**src/rtl/imem_loader.sv**
```systemverilog
// rtl/imem_loader.sv - byte-stream instruction memory loader; optional checksum word under LOADER_CHECKSUM_EN
module imem_loader #(
  parameter int N      = 32,
  parameter int ADDR_W = 6
) (
  input  logic              clk,
  input  logic              reset_n,
  input  logic              start,
  input  logic [ADDR_W:0]   num_words,
  input  logic [7:0]        byte_data,
  input  logic              byte_valid,
  output logic              byte_ready,
  output logic              we,
  output logic [ADDR_W-1:0] waddr,
  output logic [N-1:0]      wdata,
  output logic              busy,
  output logic              done,
  output logic              cpu_hold,
  output logic              err
);

  localparam int BPW  = N / 8;
  localparam int BC_W = (BPW > 1) ? $clog2(BPW) : 1;
  localparam logic [BC_W-1:0] LAST_BYTE = BC_W'(BPW - 1);
  localparam logic [ADDR_W:0] DEPTH     = {1'b1, {ADDR_W{1'b0}}};

  typedef enum logic [1:0] {IDLE, LOAD, DONE} state_t;

  state_t            state, state_n;
  logic              ready_r, ready_n;
  logic              we_r, we_n;
  logic [ADDR_W-1:0] waddr_r, waddr_n;
  logic [N-1:0]      wdata_r, wdata_n;
  logic [ADDR_W:0]   total, total_n;
  logic [ADDR_W:0]   wcnt, wcnt_n, wcnt_inc;
  logic [BC_W-1:0]   bcnt, bcnt_n;
  logic [N-1:0]      asm_r, asm_n, word_n;
`ifdef LOADER_CHECKSUM_EN
  logic [N-1:0]      chk, chk_n;
  logic              err_r, err_n;
`endif

  // State, handshake and write-port registers; memory itself is never touched by reset
  always_ff @(posedge clk or negedge reset_n) begin
    if (!reset_n) begin
      state   <= IDLE;
      ready_r <= 1'b0;
      we_r    <= 1'b0;
      waddr_r <= '0;
      wdata_r <= '0;
      total   <= '0;
      wcnt    <= '0;
      bcnt    <= '0;
      asm_r   <= '0;
`ifdef LOADER_CHECKSUM_EN
      chk     <= '0;
      err_r   <= 1'b0;
`endif
    end else begin
      state   <= state_n;
      ready_r <= ready_n;
      we_r    <= we_n;
      waddr_r <= waddr_n;
      wdata_r <= wdata_n;
      total   <= total_n;
      wcnt    <= wcnt_n;
      bcnt    <= bcnt_n;
      asm_r   <= asm_n;
`ifdef LOADER_CHECKSUM_EN
      chk     <= chk_n;
      err_r   <= err_n;
`endif
    end
  end

  // Next-state logic: byte packing, word writes and load termination
  always_comb begin
    state_n  = state;
    ready_n  = ready_r;
    we_n     = 1'b0;
    waddr_n  = waddr_r;
    wdata_n  = wdata_r;
    total_n  = total;
    wcnt_n   = wcnt;
    bcnt_n   = bcnt;
    asm_n    = asm_r;
    wcnt_inc = wcnt + 1'b1;
    word_n   = asm_r;
    for (int k = 0; k < BPW; k++) begin
      if (bcnt == BC_W'(k)) word_n[8*k +: 8] = byte_data;
    end
`ifdef LOADER_CHECKSUM_EN
    chk_n = chk;
    err_n = err_r;
`endif
    case (state)
      IDLE, DONE: begin
        if (start) begin
          wcnt_n  = '0;
          bcnt_n  = '0;
          asm_n   = '0;
          total_n = (num_words > DEPTH) ? DEPTH : num_words;
`ifdef LOADER_CHECKSUM_EN
          chk_n   = '0;
          err_n   = 1'b0;
`endif
          if (num_words == '0) begin
            state_n = DONE;
            ready_n = 1'b0;
          end else begin
            state_n = LOAD;
            ready_n = 1'b1;
          end
        end
      end
      LOAD: begin
        // ready low inside LOAD only marks the final write cycle
        if (!ready_r) begin
          state_n = DONE;
        end else if (byte_valid) begin
          if (bcnt != LAST_BYTE) begin
            bcnt_n = bcnt + 1'b1;
            asm_n  = word_n;
          end else begin
            bcnt_n = '0;
            asm_n  = '0;
`ifdef LOADER_CHECKSUM_EN
            if (wcnt == total) begin
              // trailing checksum word: compared, never written
              state_n = DONE;
              ready_n = 1'b0;
              err_n   = (word_n != chk);
            end else begin
              we_n    = 1'b1;
              waddr_n = wcnt[ADDR_W-1:0];
              wdata_n = word_n;
              wcnt_n  = wcnt_inc;
              chk_n   = chk ^ word_n;
            end
`else
            we_n    = 1'b1;
            waddr_n = wcnt[ADDR_W-1:0];
            wdata_n = word_n;
            wcnt_n  = wcnt_inc;
            if (wcnt_inc == total) ready_n = 1'b0;
`endif
          end
        end
      end
      default: state_n = IDLE;
    endcase
  end

  assign byte_ready = ready_r;
  assign we         = we_r;
  assign waddr      = waddr_r;
  assign wdata      = wdata_r;
  assign busy       = (state == LOAD);
  assign done       = (state == DONE);
`ifdef LOADER_CHECKSUM_EN
  assign err        = err_r;
  assign cpu_hold   = (state != DONE) | err_r;
`else
  assign err        = 1'b0;
  assign cpu_hold   = (state != DONE);
`endif

endmodule

```
**config.mk**
```make
export PLATFORM = sky130hd
export DESIGN_NAME = imem_loader
export DESIGN_NICKNAME = d
export VERILOG_FILES = /design/src/rtl/imem_loader.sv
export SDC_FILE = /design/constraint.sdc
export NUM_CORES = 1
export LEC_CHECK = 0
export ABC_CLOCK_PERIOD_IN_PS = 2100
export BUFFER_PORTS_ARGS = -buffer_cell sky130_fd_sc_hd__buf_4
export CAP_MARGIN = 0
export CORE_MARGIN = 1
export CORE_UTILIZATION = 55
export CTS_CLUSTER_SIZE = 14
export DETAILED_ROUTE_END_ITERATION = 12
export PLACE_DENSITY = 0.88
export SETUP_SLACK_MARGIN = 0.15
export SLEW_MARGIN = 15
export SYNTH_ARGS = -nofsm -noshare
export SYNTH_HDL_FRONTEND = slang
export SYNTH_SLANG_ARGS = --single-unit
```
**constraint.sdc**
```tcl
create_clock -name clk -period 2.1 [get_ports clk]
set_input_delay 0.42 -clock clk [delete_from_list [all_inputs] [get_ports clk]]
set_output_delay 0.42 -clock clk [all_outputs]
set_load 0.05 [all_outputs]
```
==> flow_summary.yaml <==
yosys:
  yosysUniqueCellTypes: 33
  synth_nets: 365
  syn_inst: 341
  seq_area_frac_synth_pct: 57.26
  ys_warn_count: 0
  avgSynthCellArea_um2: 10.51
  synth_seq_cells: 82
  post_synth_instance_area_um2: 3583
die:
  coreArea_um2: 6314
  die_area_um2: 6842
  start_util_pct: 56.76
  die_w_um: 82.72
  io_pins: 63
  core.rowCount: 29
  fp.dieH_um: 82.72
clock_network:
  cts_sinks: 82
  cts_buffer_depth: 2
  cts.reportedPaths.clkPinSlew_ps: 90
  htree_num_levels: 3
  cts_tree: "built"
  cts-buffers-inserted: 9
  insertion_delay_ps: 350
  root_buffer: "clkbuf_8"
route:
  wl_per_cell_um: 15.32
  drt_iter0_markers: 178
  vias: 2677
  drt_pass1_iterations: 4
  viasPerCell: 5.508
  antenna_left: 0
  drc: 0
  routed_wl_um: 7444
power:
  intPower_mw: 3.307
  switching_power_mw: 2.069
  p_seq_share_pct: 39.9
  p_leak_nw: 2.195
  p_clk_share_pct: 22.4
  power_frac_comb_pct: 37.7
  p_sw_share_pct: 38.49
  peakVddDrop_mv: 0.9926
  total_power_mw: 5.376
  p_per_area_nw_per_um2: 1230
worst_setup_path:
  path_max_fanout: 2
  path_cells: "ha_4 -> xor2_1 -> or4_1 -> a2111oi_2 -> a21oi_1"
  crit_arrival_ps: 2090
  cp_slowest_stage_delay_ps: 480
  ff2ff_setup_slack_ps: 240
  cp-start-kind: "flip-flop"
  cp-end-kind: "flip-flop"
  critPathRequiredTime_ps: 2330
  rr_startpoint: "wcnt[0]"
  slowest_stage: "or4_1"
  reg2reg_depth: 5
  crit_type: "reg2reg"
  worstReg2RegEnd: "byte_ready"
timing:
  whs_ps: 78.28
  setup-tns-final_ps: 0
  setup_viol: 0
  worst_slew_pin_slew_ps: 638.6
  period_needed_ps: 1864
  fin_crit_sh_pct: 88.76
  fmax_mhz: 536.5
  rsz0062_at_grt: "no"
  final_max_slew_viol_count: 0
  hold_viol_final: 0
  worst_slack_ps: 236.0
  fin_worst_skew_ps: 11.20
  slew-limit-headroom_pct: 57.43
place:
  port_buffers: 61
  gp_congestion: 0.8032
  place_hpwl_um: 5183
  post-place-ws_ps: 145.2
worst_hold_path:
  min_path_type: "in2async"
layout:
  drive_above_1_share_pct: 23.72
  nets: 429
  diodes: 0
  area_delta_synth_final_pct: 21.96
global_route:
  grt_pass1_wl_um: 11860
  grt_use_total_pct: 23.84
  grt_max_degree: 51
  grt_overflow: 0
  antenna_found_initial: 0
  grt_pass1_vias: 2431
run_status:
  status: "complete, no violations"
job:
  maxCapViolations: 0
-- worst max-delay path by stage --
stage / start / endpoint / depth (start not counted)
final: wcnt[0] / byte_ready / 5
after global routing: wcnt[0] / byte_ready / 5
after CTS: wcnt[0] / byte_ready / 5
after detailed placement: wcnt[1] / byte_ready / 5
after global placement: wcnt[1] / byte_ready / 5
after floorplan: wcnt[0] / byte_ready / 5
-- cell type report --
class,instances,area (um^2)
sequential,82,2052
timing repair buffer,72,553.0
clock buffer,9,123.9
fill,505,1943
multi-input combinational,235,1444
inverter,5,18.77
tap,77,96.34
clock inverter,6,82.58
-- stage by stage --
| stage | utilization (%) | instances | instance area, um^2 |
|---|---|---|---|
| 2_1_floorplan | - | 341 | 3583 |
| 3_3_place_gp | 65.64 | 470 | 4144 |
| 3_5_place_dp | 65.64 | 470 | 4144 |
| 4_1_cts | 69.03 | 486 | 4358 |
| 5_1_grt | 69.22 | 486 | 4370 |
| 6_report | 69.22 | 486 | 4370 |
-- logic make-up (layout without fill, tap and decap cells) --
| family | after synthesis | after routing | share of synthesized area [%] |
|---|---|---|---|
| AOI/OAI and AO/OA | 79 | 79 | 14.52 |
| xor gates and xnor gates | 9 | 9 | 2.200 |
| adders and majority gates | 5 | 5 | 1.746 |
| buffers and inverters | 24 | 92 | 2.793 |
| DFF | 82 | 82 | 57.26 |
| muxes | 27 | 27 | 7.577 |
| other | 1 | 1 | 0.1046 |
| and+or+nand+nor | 114 | 114 | 13.79 |
-- power groups by stage --
| stage | Combinational [mW] | Clock (mW) | Sequential [mW] |
|---|---|---|---|
| finish | 2.03 | 1.20 | 2.14 |
| global route | 2.18 | 1.29 | 2.20 |
| CTS | 2.04 | 1.22 | 2.15 |
| detailed placement | 2.03 | 0 | 2.17 |
| global placement | 1.98 | 0 | 2.15 |
| floorplan | 0.997 | 0 | 2.60 |
-- Yosys cell counts --
cell type  count  area share (%)
buf_2          5            0.70
o21ai_0       35             4.9
a211oi_1       2            0.42
inv_1          3            0.31
ha_1           5             1.7
buf_4          1            0.21
xor2_1         1            0.24
nand2b_1       8             1.4
mux2_2         1            0.31
mux2i_1       26             7.3
nand2b_4       1            0.38
a2111oi_2      1            0.42
and2_0         3            0.52
nor4_1         1            0.17
xnor2_1        8             2.0
clkbuf_1       7            0.73
nand3_1        1            0.14
a22o_1        25             6.1
nand2_1       82             8.6
or4_1          2            0.42
dfrtp_1       82              57
a21oi_1        2            0.28
o22ai_1        1            0.17
nand4_1        1            0.17
o21ai_2        4            0.98
and3_1         4            0.70
inv_2          2            0.21
nor2_1         8            0.84
buf_1          6            0.63
o21ai_1        9             1.3
or3_1          1            0.17
nor3_1         2            0.28
conb_1         1            0.10
-- metal layers --
metal / share of wire, % / global-route usage [%]
met1: 45 / 33.14
met2: 49 / 37.05
met3: 5.1 / 3.626
met4: 1.3 / 10.52
met5: 0 / 0
-- repair_timing --
action                                  CTS  global route
endpoints found under the setup margin    1             1
hold buffers                              0             0
setup buffers                             1             0
cloned                                    0             0
gates resized for setup                   0             1
-- placed cells by master, fill, tap and decap left out, types with 2 or more instances in the layout --
| master | count |
|---|---|
| a211oi_1 | 2 |
| a21oi_1 | 2 |
| a22o_1 | 25 |
| and2_0 | 3 |
| and3_1 | 4 |
| buf_4 | 71 |
| bufinv_16 | 2 |
| clkbuf_8 | 9 |
| clkinv_2 | 3 |
| dfrtp_1 | 82 |
| ha_1 | 4 |
| inv_1 | 3 |
| inv_2 | 2 |
| mux2i_1 | 26 |
| nand2_1 | 82 |
| nand2b_1 | 8 |
| nor2_1 | 8 |
| nor3_1 | 2 |
| o21ai_0 | 35 |
| o21ai_1 | 9 |
| o21ai_2 | 4 |
| or4_1 | 2 |
| xnor2_1 | 8 |
-- critical path: cells and delay by family, from the launching register on --
kind / cells / cell delay, ps
compound gates: 2 / 450
xor+xnor: 1 / 150
fa+ha+maj: 1 / 260
flops: 1 / 410
simple gates: 1 / 480
-- sequential cells by signal (all words and copies together) (netlist names) --
signal / cells
total: 7
we: 1
wcnt: 7
waddr: 6
state: 2
asm_r: 24
wdata: 32
byte_ready: 1
bcnt: 2
Power figures use the tool's default switching activity.
